<file path="src/rtl/ifm_row_fetch.sv">
// -----------------------------------------------------------------------------
// ifm_row_fetch
//
// Fetches a rectangular tile of input-feature-map words from a fixed-latency
// read-only RAM and streams them downstream with valid/ready handshaking.
// A tile is num_rows rows of row_len consecutive words; successive row starts
// are row_stride apart. Reads are issued only when a slot is guaranteed in the
// output buffer for the returning word, so the buffer can never overflow and
// the RAM never needs to be back-pressured.
//
// Ports
//   clk, rst_n     clock (rising edge) and synchronous active-low reset
//   start          one-cycle launch pulse, honoured only while idle
//   base_addr      address of the first word of the tile
//   row_len        words per row
//   num_rows       rows per tile
//   row_stride     address step between row starts
//   ram_rd_req     read strobe to the ifmap RAM
//   ram_rd_addr    read address (wraps modulo 2^ADDR_WIDTH)
//   ram_rd_data    read data, valid RD_LATENCY cycles after ram_rd_req
//   m_valid        output word available
//   m_ready        downstream accepts the word this cycle
//   m_data         output word
//   m_last         final word of a row
//   busy           a tile fetch is in progress
//   done           one-cycle pulse after the last word of a tile is accepted
//                  (or after a start with an empty tile)
// -----------------------------------------------------------------------------
module ifm_row_fetch #(
    parameter int DATA_WIDTH = 10,
    parameter int ADDR_WIDTH = 12,
    parameter int RD_LATENCY = 2,
    parameter int FIFO_DEPTH = 4
) (
    input  logic                  clk,
    input  logic                  rst_n,
    input  logic                  start,
    input  logic [ADDR_WIDTH-1:0] base_addr,
    input  logic [ADDR_WIDTH-1:0] row_len,
    input  logic [7:0]            num_rows,
    input  logic [ADDR_WIDTH-1:0] row_stride,
    output logic                  ram_rd_req,
    output logic [ADDR_WIDTH-1:0] ram_rd_addr,
    input  logic [DATA_WIDTH-1:0] ram_rd_data,
    output logic                  m_valid,
    input  logic                  m_ready,
    output logic [DATA_WIDTH-1:0] m_data,
    output logic                  m_last,
    output logic                  busy,
    output logic                  done
);

    localparam int PTR_W  = (FIFO_DEPTH > 1) ? $clog2(FIFO_DEPTH) : 1;
    localparam int FCNT_W = PTR_W + 1;
    localparam int IF_W   = $clog2(RD_LATENCY + 1);
    // Wide enough to hold in_flight + fifo_count without overflow.
    localparam int CRD_W  = $clog2(FIFO_DEPTH + RD_LATENCY + 1) + 1;

    typedef enum logic [1:0] {
        IDLE  = 2'd0,
        ISSUE = 2'd1,
        DRAIN = 2'd2
    } state_t;

    typedef struct packed {
        logic                  last;
        logic [DATA_WIDTH-1:0] data;
    } fifo_word_t;

    state_t state, state_next;

    // Tile parameters captured at start.
    logic [ADDR_WIDTH-1:0] row_len_q;
    logic [7:0]            num_rows_q;
    logic [ADDR_WIDTH-1:0] row_stride_q;

    // Issue-side address generation.
    logic [ADDR_WIDTH-1:0] row_base;
    logic [ADDR_WIDTH-1:0] col;
    logic [7:0]            row;
    logic                  col_at_end;
    logic                  row_at_end;
    logic                  issue;
    logic                  start_zero;

    // Requests in flight through the RAM, each tagged with its row-end flag.
    logic [RD_LATENCY-1:0] vld_pipe;
    logic [RD_LATENCY-1:0] last_pipe;
    logic [IF_W-1:0]       in_flight;
    logic                  credit_ok;

    // Output buffer.
    fifo_word_t            fifo_mem [FIFO_DEPTH];
    logic [PTR_W-1:0]      wr_ptr;
    logic [PTR_W-1:0]      rd_ptr;
    logic [FCNT_W-1:0]     fifo_count;
    logic                  push;
    logic                  pop;
    logic                  final_pop;
    fifo_word_t            head;

    assign start_zero = (row_len == '0) || (num_rows == '0);
    assign col_at_end = (col == row_len_q - ADDR_WIDTH'(1));
    assign row_at_end = (row == num_rows_q - 8'd1);

    assign in_flight  = IF_W'($countones(vld_pipe));
    assign credit_ok  = (CRD_W'(in_flight) + CRD_W'(fifo_count)) < CRD_W'(FIFO_DEPTH);

    // A returning word lands in the buffer exactly RD_LATENCY cycles after
    // its request, which is when its valid bit reaches the end of the pipe.
    assign push       = vld_pipe[RD_LATENCY-1];
    assign pop        = m_valid && m_ready;
    assign final_pop  = pop && (fifo_count == FCNT_W'(1)) && (in_flight == '0);

    assign head       = fifo_mem[rd_ptr];
    assign m_valid    = (fifo_count != '0);
    // Gating with m_valid keeps the stream outputs at zero out of reset even
    // though the buffer storage itself holds stale contents.
    assign m_data     = m_valid ? head.data : '0;
    assign m_last     = m_valid && head.last;

    assign ram_rd_req = issue;
    assign busy       = (state != IDLE);

    // -------------------------------------------------------------------------
    // FSM: state register
    // -------------------------------------------------------------------------
    // NOTE: sequential state is always written with non-blocking assignments so
    // every register samples the pre-edge values of the others.
    always_ff @(posedge clk) begin
        if (!rst_n) begin
            state <= IDLE;
        end else begin
            state <= state_next;
        end
    end

    // -------------------------------------------------------------------------
    // FSM: next state and issue outputs
    // -------------------------------------------------------------------------
    // NOTE: every signal driven here gets a default first, so no path through
    // the case leaves a value unassigned and no latch is inferred.
    always_comb begin
        state_next  = state;
        issue       = 1'b0;
        ram_rd_addr = '0;
        unique case (state)
            IDLE: begin
                if (start && !start_zero) begin
                    state_next = ISSUE;
                end
            end
            ISSUE: begin
                ram_rd_addr = row_base + col;
                issue       = credit_ok;
                if (credit_ok && col_at_end && row_at_end) begin
                    state_next = DRAIN;
                end
            end
            DRAIN: begin
                if (final_pop) begin
                    state_next = IDLE;
                end
            end
            default: begin
                state_next = IDLE;
            end
        endcase
    end

    // -------------------------------------------------------------------------
    // Tile parameters, address counters, in-flight pipe, buffer pointers, done
    // -------------------------------------------------------------------------
    always_ff @(posedge clk) begin
        if (!rst_n) begin
            row_len_q    <= '0;
            num_rows_q   <= '0;
            row_stride_q <= '0;
            row_base     <= '0;
            col          <= '0;
            row          <= '0;
            vld_pipe     <= '0;
            last_pipe    <= '0;
            wr_ptr       <= '0;
            rd_ptr       <= '0;
            fifo_count   <= '0;
            done         <= 1'b0;
        end else begin
            done <= ((state == IDLE) && start && start_zero) ||
                    ((state == DRAIN) && final_pop);

            if ((state == IDLE) && start) begin
                row_len_q    <= row_len;
                num_rows_q   <= num_rows;
                row_stride_q <= row_stride;
                row_base     <= base_addr;
                col          <= '0;
                row          <= '0;
            end else if (issue) begin
                if (col_at_end) begin
                    col      <= '0;
                    row_base <= row_base + row_stride_q;
                    row      <= row + 8'd1;
                end else begin
                    col <= col + ADDR_WIDTH'(1);
                end
            end

            vld_pipe[0]  <= issue;
            last_pipe[0] <= issue && col_at_end;
            for (int i = 1; i < RD_LATENCY; i++) begin
                vld_pipe[i]  <= vld_pipe[i-1];
                last_pipe[i] <= last_pipe[i-1];
            end

            if (push) begin
                wr_ptr <= wr_ptr + PTR_W'(1);
            end
            if (pop) begin
                rd_ptr <= rd_ptr + PTR_W'(1);
            end
            unique case ({push, pop})
                2'b10:   fifo_count <= fifo_count + FCNT_W'(1);
                2'b01:   fifo_count <= fifo_count - FCNT_W'(1);
                default: fifo_count <= fifo_count;
            endcase
        end
    end

    // NOTE: the buffer storage is deliberately left without reset; occupancy is
    // governed entirely by the pointers and count, which are reset.
    always_ff @(posedge clk) begin
        if (push) begin
            fifo_mem[wr_ptr] <= '{last: last_pipe[RD_LATENCY-1], data: ram_rd_data};
        end
    end

endmodule

</file>
<file path="config.mk">
export PLATFORM = sky130hd
export DESIGN_NAME = ifm_row_fetch
export DESIGN_NICKNAME = d
export VERILOG_FILES = /design/src/rtl/ifm_row_fetch.sv
export SDC_FILE = /design/constraint.sdc
export NUM_CORES = 1
export LEC_CHECK = 0
export CORE_ASPECT_RATIO = 0.5
export CORE_UTILIZATION = 41
export DETAILED_ROUTE_END_ITERATION = 6
export GPL_ROUTABILITY_DRIVEN = 0
export PLACE_DENSITY = 0.72
export SLEW_MARGIN = 20
export SYNTH_ARGS = -nofsm -noshare
export SYNTH_HDL_FRONTEND = slang
export SYNTH_SLANG_ARGS = --single-unit
</file>
<file path="constraint.sdc">
create_clock -name clk -period 3.85 [get_ports clk]
set_input_delay 0.385 -clock clk [delete_from_list [all_inputs] [get_ports clk]]
set_output_delay 0.385 -clock clk [all_outputs]
set_load 0.02 [all_outputs]
</file>
# Yosys cells after proc, flatten, opt, wreduce, memory -nomap -nowiden
# Memories as Yosys holds them, arrays and structs flattened. A register that Yosys moved wholly into a read port is not among the register bits.
# Cells that the tools add are included.
# classes
n_eq_ne,10
n_reduce_logical,27
mux,16
add_sub_neg,12
bitwise_logic,1
magnitude_cmp,1
# ops
cell,count
$mux W12,5
$add A12 B12 Y12,2
$add A12 B1 Y12 const B,1
$eq A12 B12 Y1,1
$logic_not A12 Y1,1
$sub A12 B1 Y12 const B,1
$logic_and A1 B1 Y1,11
$mux W10,1
$mux W2,5
$add A8 B1 Y8 const B,1
$eq A8 B8 Y1,1
$logic_not A8 Y1,1
$reduce_bool A2 Y1,4
$sub A8 B1 Y8 const B,1
$ne A2 B2 Y1 const B,3
$pmux W2 S3,1
$pmux W3 S2,1
$add A2 B1 Y2 const B,2
$add A2 B3 Y4,1
$eq A2 B1 Y1 const B,2
$eq A2 B2 Y1 const B,2
$logic_not A2 Y1,2
$lt A4 B3 Y1 const B,1
$reduce_and A2 Y1,2
11 further kinds,14
# word_totals
output_inout_bits,27
inputBits,58
ram_bits,44
elab_cells,81
mem_count,1
ff_bits,78
# memory_table
memory,words,width,rd,rd_clocked_by_memory_dff,write_ports,line,text
fifo_mem,4,11,1,1,1,93,fifo_word_t fifo_mem [FIFO_DEPTH];

# Logic depth before layout (Yosys ltp)
# Gate-level depths: netlist of the first run.
# logic_depth
word_depth,7
depth_mapped,10
depth_no_buf,10

# Least setup slack after synthesis of the first run
# Ideal clock, no wire load.
# synth_timing
path_kind,register -> output
startpoint,register col[0]
endpoint,output ram_rd_addr[10]
setup_slack_ns,1.012
arrival_time_ns,2.453
stages_incl_launch_ff,10
n_path_buf,0
t_required_ns,3.465
path_cell_list,dfxtp_1 > ha_1 > fa_1 > a21o_1 > a21oi_1 > o21bai_1 > a2111oi_0 > o31ai_1 > xnor2_1 > nor2_1
# synth_between
elab_chain_len,2
# synth_rtl
item,line,text
from (decl),79,logic [ADDR_WIDTH-1:0] col;
from (signal assigned),205,col <= col + ADDR_WIDTH'(1);
$add A12 B12 Y12,154,ram_rd_addr = row_base + col;
$mux W12,147,unique case (state)
to (decl),43,"output logic [ADDR_WIDTH-1:0] ram_rd_addr,"
# Every way passes these cells.

# Worst setup path in the final report of the first run
# layout_timing
startpoint,register col[1]
endpoint,output ram_rd_addr[11]
# Same word-level chain as after synthesis.

==> flow_summary.yaml, run 1 <==
run_status:
  status: "completed"
synth:
  async_flop_share_pct: 0
  syn-num-nets: 796
  avgSynthCellArea_um2: 9.55
  synthFlopType: "dfxtp_1"
  ys_ff_latch: 124
  synth_warnings: 0
  netlist_area_mm2: 0.00667
  synthCells: 698
  synth_cell_types: 63
  synth-edff-count: 44
  synth_sequential_area_ratio_pct: 43.8
detailed_routing:
  drt-wirelength-per-cell_um: 15.7
  viasPerCell: 5.28
  drc: 0
  dr_total_vias: 5342
  route.antenna.remaining_nets: 0
  drt_iter0_markers: 383
  firstDrtPassIters: 5
  wirelength_um: 15900
power:
  internal_power_w: 0.00295
  ir_worst_vdd_v: 0.000352
  netSwitchingFraction_pct: 28.0
  power.net_switching_w: 0.00115
  combPwrFrac_pct: 22.3
  power_density_mw_per_mm2: 491
  clockPowerShare_pct: 40.8
  leakage_nw: 3.20
  seq_power_share_pct: 37.0
die:
  pin_count: 85
  rows: 32
  start_util_pct: 42.6
  die_area_mm2: 0.0168
  die_x_um: 182
  dieHeight_um: 92.2
  coreArea_mm2: 0.0157
worst_setup_path:
  crit_type: "reg -> out"
  cp_common_cell: "a21o_1"
  path_buf_inv: 1
  crit_chain: "ha_1, a21o_1, a21o_1, a2111oi_2, o31a_1, o21ai_0, xnor2_1, nor2_1, clkdlybuf4s50_1"
  arrival_ns: 3.23
  critPathMaxFanout: 6
  critPathSlowestCell: "clkdlybuf4s50_1"
  crit_required_ns: 3.46
  critical-path-top-delay-family: "compound AO/OA/AOI/OAI gates"
  max_stage_delay_ns: 0.63
  crit_path_start_kind: "flip-flop"
  cp-end-kind: "primary output"
timing:
  max_freq_mhz: 276
  hold_viol: 0
  min_period_over_period_pct: 93.9
  worstMarginPinSlew_ns: 0.916
  grt_setup_unrepaired: "no"
  setup_viol: 0
  tns_ns: 0
  clock_skew_ns: 0.00909
  final-max-slew-violation-count: 0
  fin_crit_ns: 3.62
  slew_headroom_pct: 38.1
place:
  placed_cells: 980
  port_buffers: 84
  dp_hpwl_um: 11400
clocking:
  postCtsSetupBuffers: 0
  cts-buffers-inserted: 17
  htree_levels: 4
  cts_hold_buffers: 0
  cts_tree: "built"
  clk_pin_slew_ns: 0.06
  root_buffer: "clkbuf_16"
  clock-sinks: 124
  clk_latency_ns: 0.41
  cts_buffer_depth: 2
job:
  drv_cap: 0
finish:
  most-common-layout-cells: "96 x nand2_1, 82 x clkdlybuf4s50_1, 80 x dfxtp_1"
  antennaDiodeCount: 0
  final_common_cell: "nand2_1"
  stdcell_count: 1011
  fill_cells: 1432
  drive_gt1_share_pct: 8.73
  final_util_pct: 53.3
  finalNetCount: 876
  synthToLayoutAreaGrowth_pct: 25.3
global_routing:
  grt-ovfl-total: 0
  antenna_found_initial: 0
  grt_pass1_vias: 5223
  grt_max_degree: 35
  grt_pass1_wl_um: 26100
  gr-usage-all-layers_pct: 19.9
worst_hold_path:
  min_path_type: "reg -> reg"
[synth_stat cells (3+ instances only)]
cell	instances	area share, %
ha_1	38	7.1
and3_1	6	0.56
a31o_2	3	0.39
o21ai_0	23	1.7
nor4_1	11	1.0
a31oi_1	5	0.47
nand2_1	96	5.4
mux4_2	11	3.7
o2111ai_1	6	0.79
o31ai_1	6	0.68
nand3_1	21	1.6
edfxtp_1	44	20
inv_1	24	1.4
or4_1	5	0.56
nor2b_1	6	0.56
or3_1	8	0.75
nor2_1	52	2.9
buf_1	4	0.23
a211oi_1	4	0.45
nand4b_1	3	0.39
a21oi_1	62	4.7
xnor2_1	26	3.4
nor3_1	9	0.68
nand2b_1	5	0.47
or2_2	3	0.28
and2_1	18	1.7
nor3b_1	3	0.34
a21o_1	8	0.90
xor2_1	26	3.4
dfxtp_1	80	24
clkbuf_1	23	1.3
nand4_1	7	0.66
mux2i_1	13	2.0
[per-layer routing]
layer | wire length, um | GRT usage [%]
met1 | 7780 | 26.8
met2 | 7230 | 32.0
met3 | 659 | 4.41
met4 | 235 | 6.30
met5 | 0 | 0
[flip-flops by register name, summed over array words and instances (netlist names), named ones only]
| signal | flops |
|---|---|
| fifo_mem | 44 |
| vld_pipe | 2 |
| row_stride_q | 12 |
| fifo_count | 3 |
| state | 2 |
| row | 8 |
| num_rows_q | 8 |
| col | 12 |
| last_pipe | 2 |
| done | 1 |
| rd_ptr | 2 |
| row_len_q | 12 |
| row_base | 12 |
| wr_ptr | 2 |
[metrics by stage]
stage               total power [W]  hold WS [ns]  instance area [um2]  setup WS (ns)
detailed placement          0.00246         0.446                 7710          0.274
floorplan                   0.00212         0.412                 6670           1.01
finish                      0.00410         0.456                 8350          0.233
CTS                         0.00414         0.460                 8340        0.00903
global placement            0.00244         0.452                 7710          0.306
global route                0.00429         0.474                 8350         0.0174
[worst register-to-register path, stage by stage (launching register included)]
cell and delay (ns):
dfxtp_1 0.38, inv_1 0.09, ha_1 0.26, nor4b_1 0.78, a21oi_1 0.15, o2111ai_1 0.26
nand3_1 0.17, nand4_2 0.28, buf_4 0.31, mux2_2 0.36, o21ai_0 0.15
[power by group through the flow]
stage / registers [W] / logic (W) / clock network (W)
2_1_floorplan: 0.00149 / 0.000627 / 0
3_3_place_gp: 0.00154 / 0.000896 / 0
3_5_place_dp: 0.00155 / 0.000912 / 0
4_1_cts: 0.00152 / 0.000917 / 0.00170
5_1_grt: 0.00153 / 0.00101 / 0.00176
6_report: 0.00152 / 0.000913 / 0.00167
[timing repair]
action | in CTS | in global routing
endpoints found under the setup margin | 2 | 5
pin swaps | 0 | 0
gates resized for setup | 2 | 4
cloned | 0 | 0
[kinds of logic (layout without fill, tap and decap cells)]
kind of cell	Yosys count	in the layout	synth area share, %
compound gates	137	137	12.7
xor+xnor	52	52	6.83
fa+ha+maj	40	40	7.73
buf+inv	55	147	3.25
flops	124	124	43.8
mux	26	26	6.06
simple gates	264	264	19.6
[cell type report]
class,count,area (um2),area share [%]
sequential,124,2920,35.0
clock inverter,14,195,2.34
tap,221,277,3.31
clock buffer,17,425,5.09
inverter,25,93.8,1.12
multi-input combinational,519,3540,42.4
timing repair buffer,91,898,10.8
[path summary, 6_finish.rpt]
| check | from | end | slack (ns) | depth (start not counted) |
|---|---|---|---|---|
| setup / recovery | col[1] | ram_rd_addr[11] | 0.23 | 9 |
| hold reg to reg | last_pipe[0] | last_pipe[1] | 0.46 | 1 |
| hold / removal | last_pipe[0] | last_pipe[1] | 0.46 | 1 |
| setup reg to reg | row_len_q[0] | row_base[1] | 0.59 | 10 |
No activity file was read; power rests on OpenSTA's default activity.
==> run 2, diff against run 1 <==
--- a/config.mk
+++ b/config.mk
@@ -6,10 +6,10 @@
 export NUM_CORES = 1
 export LEC_CHECK = 0
 export CORE_ASPECT_RATIO = 0.5
-export CORE_UTILIZATION = 41
+export CORE_UTILIZATION = 56
 export DETAILED_ROUTE_END_ITERATION = 6
 export GPL_ROUTABILITY_DRIVEN = 0
-export PLACE_DENSITY = 0.72
+export PLACE_DENSITY = 0.84
 export SLEW_MARGIN = 20
 export SYNTH_ARGS = -nofsm -noshare
 export SYNTH_HDL_FRONTEND = slang
==> constraint.sdc (replaced) <==
create_clock -name clk -period 3.75 [get_ports clk]
set_input_delay 0.375 -clock clk [delete_from_list [all_inputs] [get_ports clk]]
set_output_delay 0.375 -clock clk [all_outputs]
set_load 0.02 [all_outputs]
==> run 2 against run 1 <==
Clock-buffer cell count stayed put. Global-route usage is 7.0 points higher. Highest routed layer unchanged. Critical path depth is 1 lower. Hold slack worse by 0.019 ns.
==> flow_summary.yaml, run 2 (synthesized netlist as in run 1, its figures left out) <==
worst_setup_path:
  critPathMaxFanout: 12
  crit_type: "reg -> out"
  cp-end-kind: "primary output"
  crit_path_start_kind: "flip-flop"
  crit_required_ns: 3.38
  arrival_ns: 3.19
clocking:
  cts_tree: "built"
  cts_hold_buffers: 0
  root_buffer: "clkbuf_16"
  postCtsSetupBuffers: 0
  clk_pin_slew_ns: 0.06
  clock-sinks: 124
  htree_levels: 4
  cts-buffers-inserted: 17
  cts_buffer_depth: 2
  clk_latency_ns: 0.42
finish:
  layout.area.seq_mm2: 0.00292
  stdcell_count: 950
  regMostFlops: "fifo_mem"
  synthToLayoutAreaGrowth_pct: 23.3
  fin_area_mm2: 0.00822
  multiInputGateArea_mm2: 0.00354
  most-common-layout-cells: "96 x nand2_1, 82 x clkdlybuf4s50_1, 80 x dfxtp_1"
  fill_cells: 829
  finalNetCount: 876
  final_util_pct: 72.8
  antennaDiodeCount: 0
  largest_reg_flops: 44
  final_common_cell: "nand2_1"
  drive_gt1_share_pct: 8.98
timing:
  fin_crit_ns: 3.56
  clock_skew_ns: 0.00970
  final-max-slew-violation-count: 0
  worstMarginPinSlew_ns: 0.870
  max_freq_mhz: 281
  holdWs_ns: 0.436
  slew_headroom_pct: 41.5
  setup_viol: 0
  grt_setup_unrepaired: "no"
  min_period_over_period_pct: 95.0
  hold_viol: 0
  tns_ns: 0
global_routing:
  grt-ovfl-total: 0
  grt_max_degree: 35
  antenna_found_initial: 0
  grt_pass1_wl_um: 25500
  gr-usage-all-layers_pct: 26.9
  grt_pass1_vias: 5189
place:
  placed_cells: 918
  port_buffers: 84
  placed_area_mm2: 0.00764
  dp_hpwl_um: 11200
detailed_routing:
  viasPerCell: 5.77
  wirelength_um: 15800
  dr_total_vias: 5484
  drc: 0
  firstDrtPassIters: 5
  drt_iter0_markers: 424
  drt-wirelength-per-cell_um: 16.6
  route.antenna.remaining_nets: 0
die:
  pin_count: 85
  dieHeight_um: 79.2
  die_area_mm2: 0.0124
  coreArea_mm2: 0.0113
  die_x_um: 156
  rows: 27
  start_util_pct: 59.1
power:
  ir_worst_vdd_v: 0.000278
  seq_power_share_pct: 38.1
  combPwrFrac_pct: 23.3
  leakage_nw: 3.16
  power.net_switching_w: 0.00128
  netSwitchingFraction_pct: 31.4
  power_density_mw_per_mm2: 497
  internal_power_w: 0.00280
  clockPowerShare_pct: 38.6
run_status:
  status: "completed"
job:
  drv_cap: 0
worst_hold_path:
  min_path_type: "reg -> reg"
==> run 2: cell count changes in the layout (fill, tap and decap cells not counted), moves of 2 or more <==
| cell | change |
|---|---|
| dlymetal6s2s_1 | -2 |
| inv_8 | +5 |
| clkinvlp_4 | -2 |
| bufinv_16 | -4 |
| clkinv_4 | -2 |
| dlygate4sd2_1 | +2 |
| inv_6 | +4 |
==> run 2: through the flow <==
step / power [W] / worst slack [ns]
after global routing: 0.00426 / 0.0319
after CTS: 0.00410 / 0.0912
final: 0.00409 / 0.188
after floorplan: 0.00218 / 0.922
after global placement: 0.00249 / 0.281
after detailed placement: 0.00253 / 0.262
==> run 2: power by group through the flow <==
| stage | sequential, W | combinational (W) | clock [W] |
|---|---|---|---|
| 2_1_floorplan | 0.00153 | 0.000644 | 0 |
| 5_1_grt | 0.00157 | 0.00104 | 0.00166 |
| 3_5_place_dp | 0.00159 | 0.000942 | 0 |
| 6_report | 0.00156 | 0.000953 | 0.00158 |
| 3_3_place_gp | 0.00158 | 0.000910 | 0 |
| 4_1_cts | 0.00156 | 0.000954 | 0.00159 |
==> run 2: cell type report <==
cell class                      instances  share of cell area, %
Timing Repair Buffer                   91                   10.8
Sequential cell                       124                   35.6
Tap cell                              159                   2.42
Multi-Input combinational cell        519                   43.1
Clock inverter                         15                   1.78
Inverter                               25                   1.14
Clock buffer                           17                   5.18
==> run 2: per-layer routing <==
layer,up-vias,GRT usage [%],share of wire [%]
li1,2669,-,-
met1,2609,34.1,45
met2,183,45.9,47
met3,23,6.11,7.0
met4,0,8.63,1.5
met5,-,0,0
==> run 2: critical path: stages (launching register included) <==
cell and delay [ns]:
dfxtp_1 0.57, ha_1 0.34, a21o_1 0.21, a2111oi_2 0.45, o31a_1 0.24, o21ai_0 0.12
xnor2_1 0.14, nor2_1 0.09, clkdlybuf4s50_1 0.62
==> run 2: path summary, 6_finish.rpt <==
kind | depth (start not counted) | slack, ns | end | startpoint
hold reg to reg | 1 | 0.44 | last_pipe[1] | last_pipe[0]
setup / recovery | 8 | 0.19 | ram_rd_addr[11] | col[2]
setup reg to reg | 10 | 0.51 | row_base[1] | row_len_q[0]
hold / removal | 1 | 0.44 | last_pipe[1] | last_pipe[0]
==> run 2: what timing repair did <==
action	4_1_cts	5_1_grt
resized for setup	5	1
setup endpoints to repair	3	2
endpoints found under the hold margin	0	0
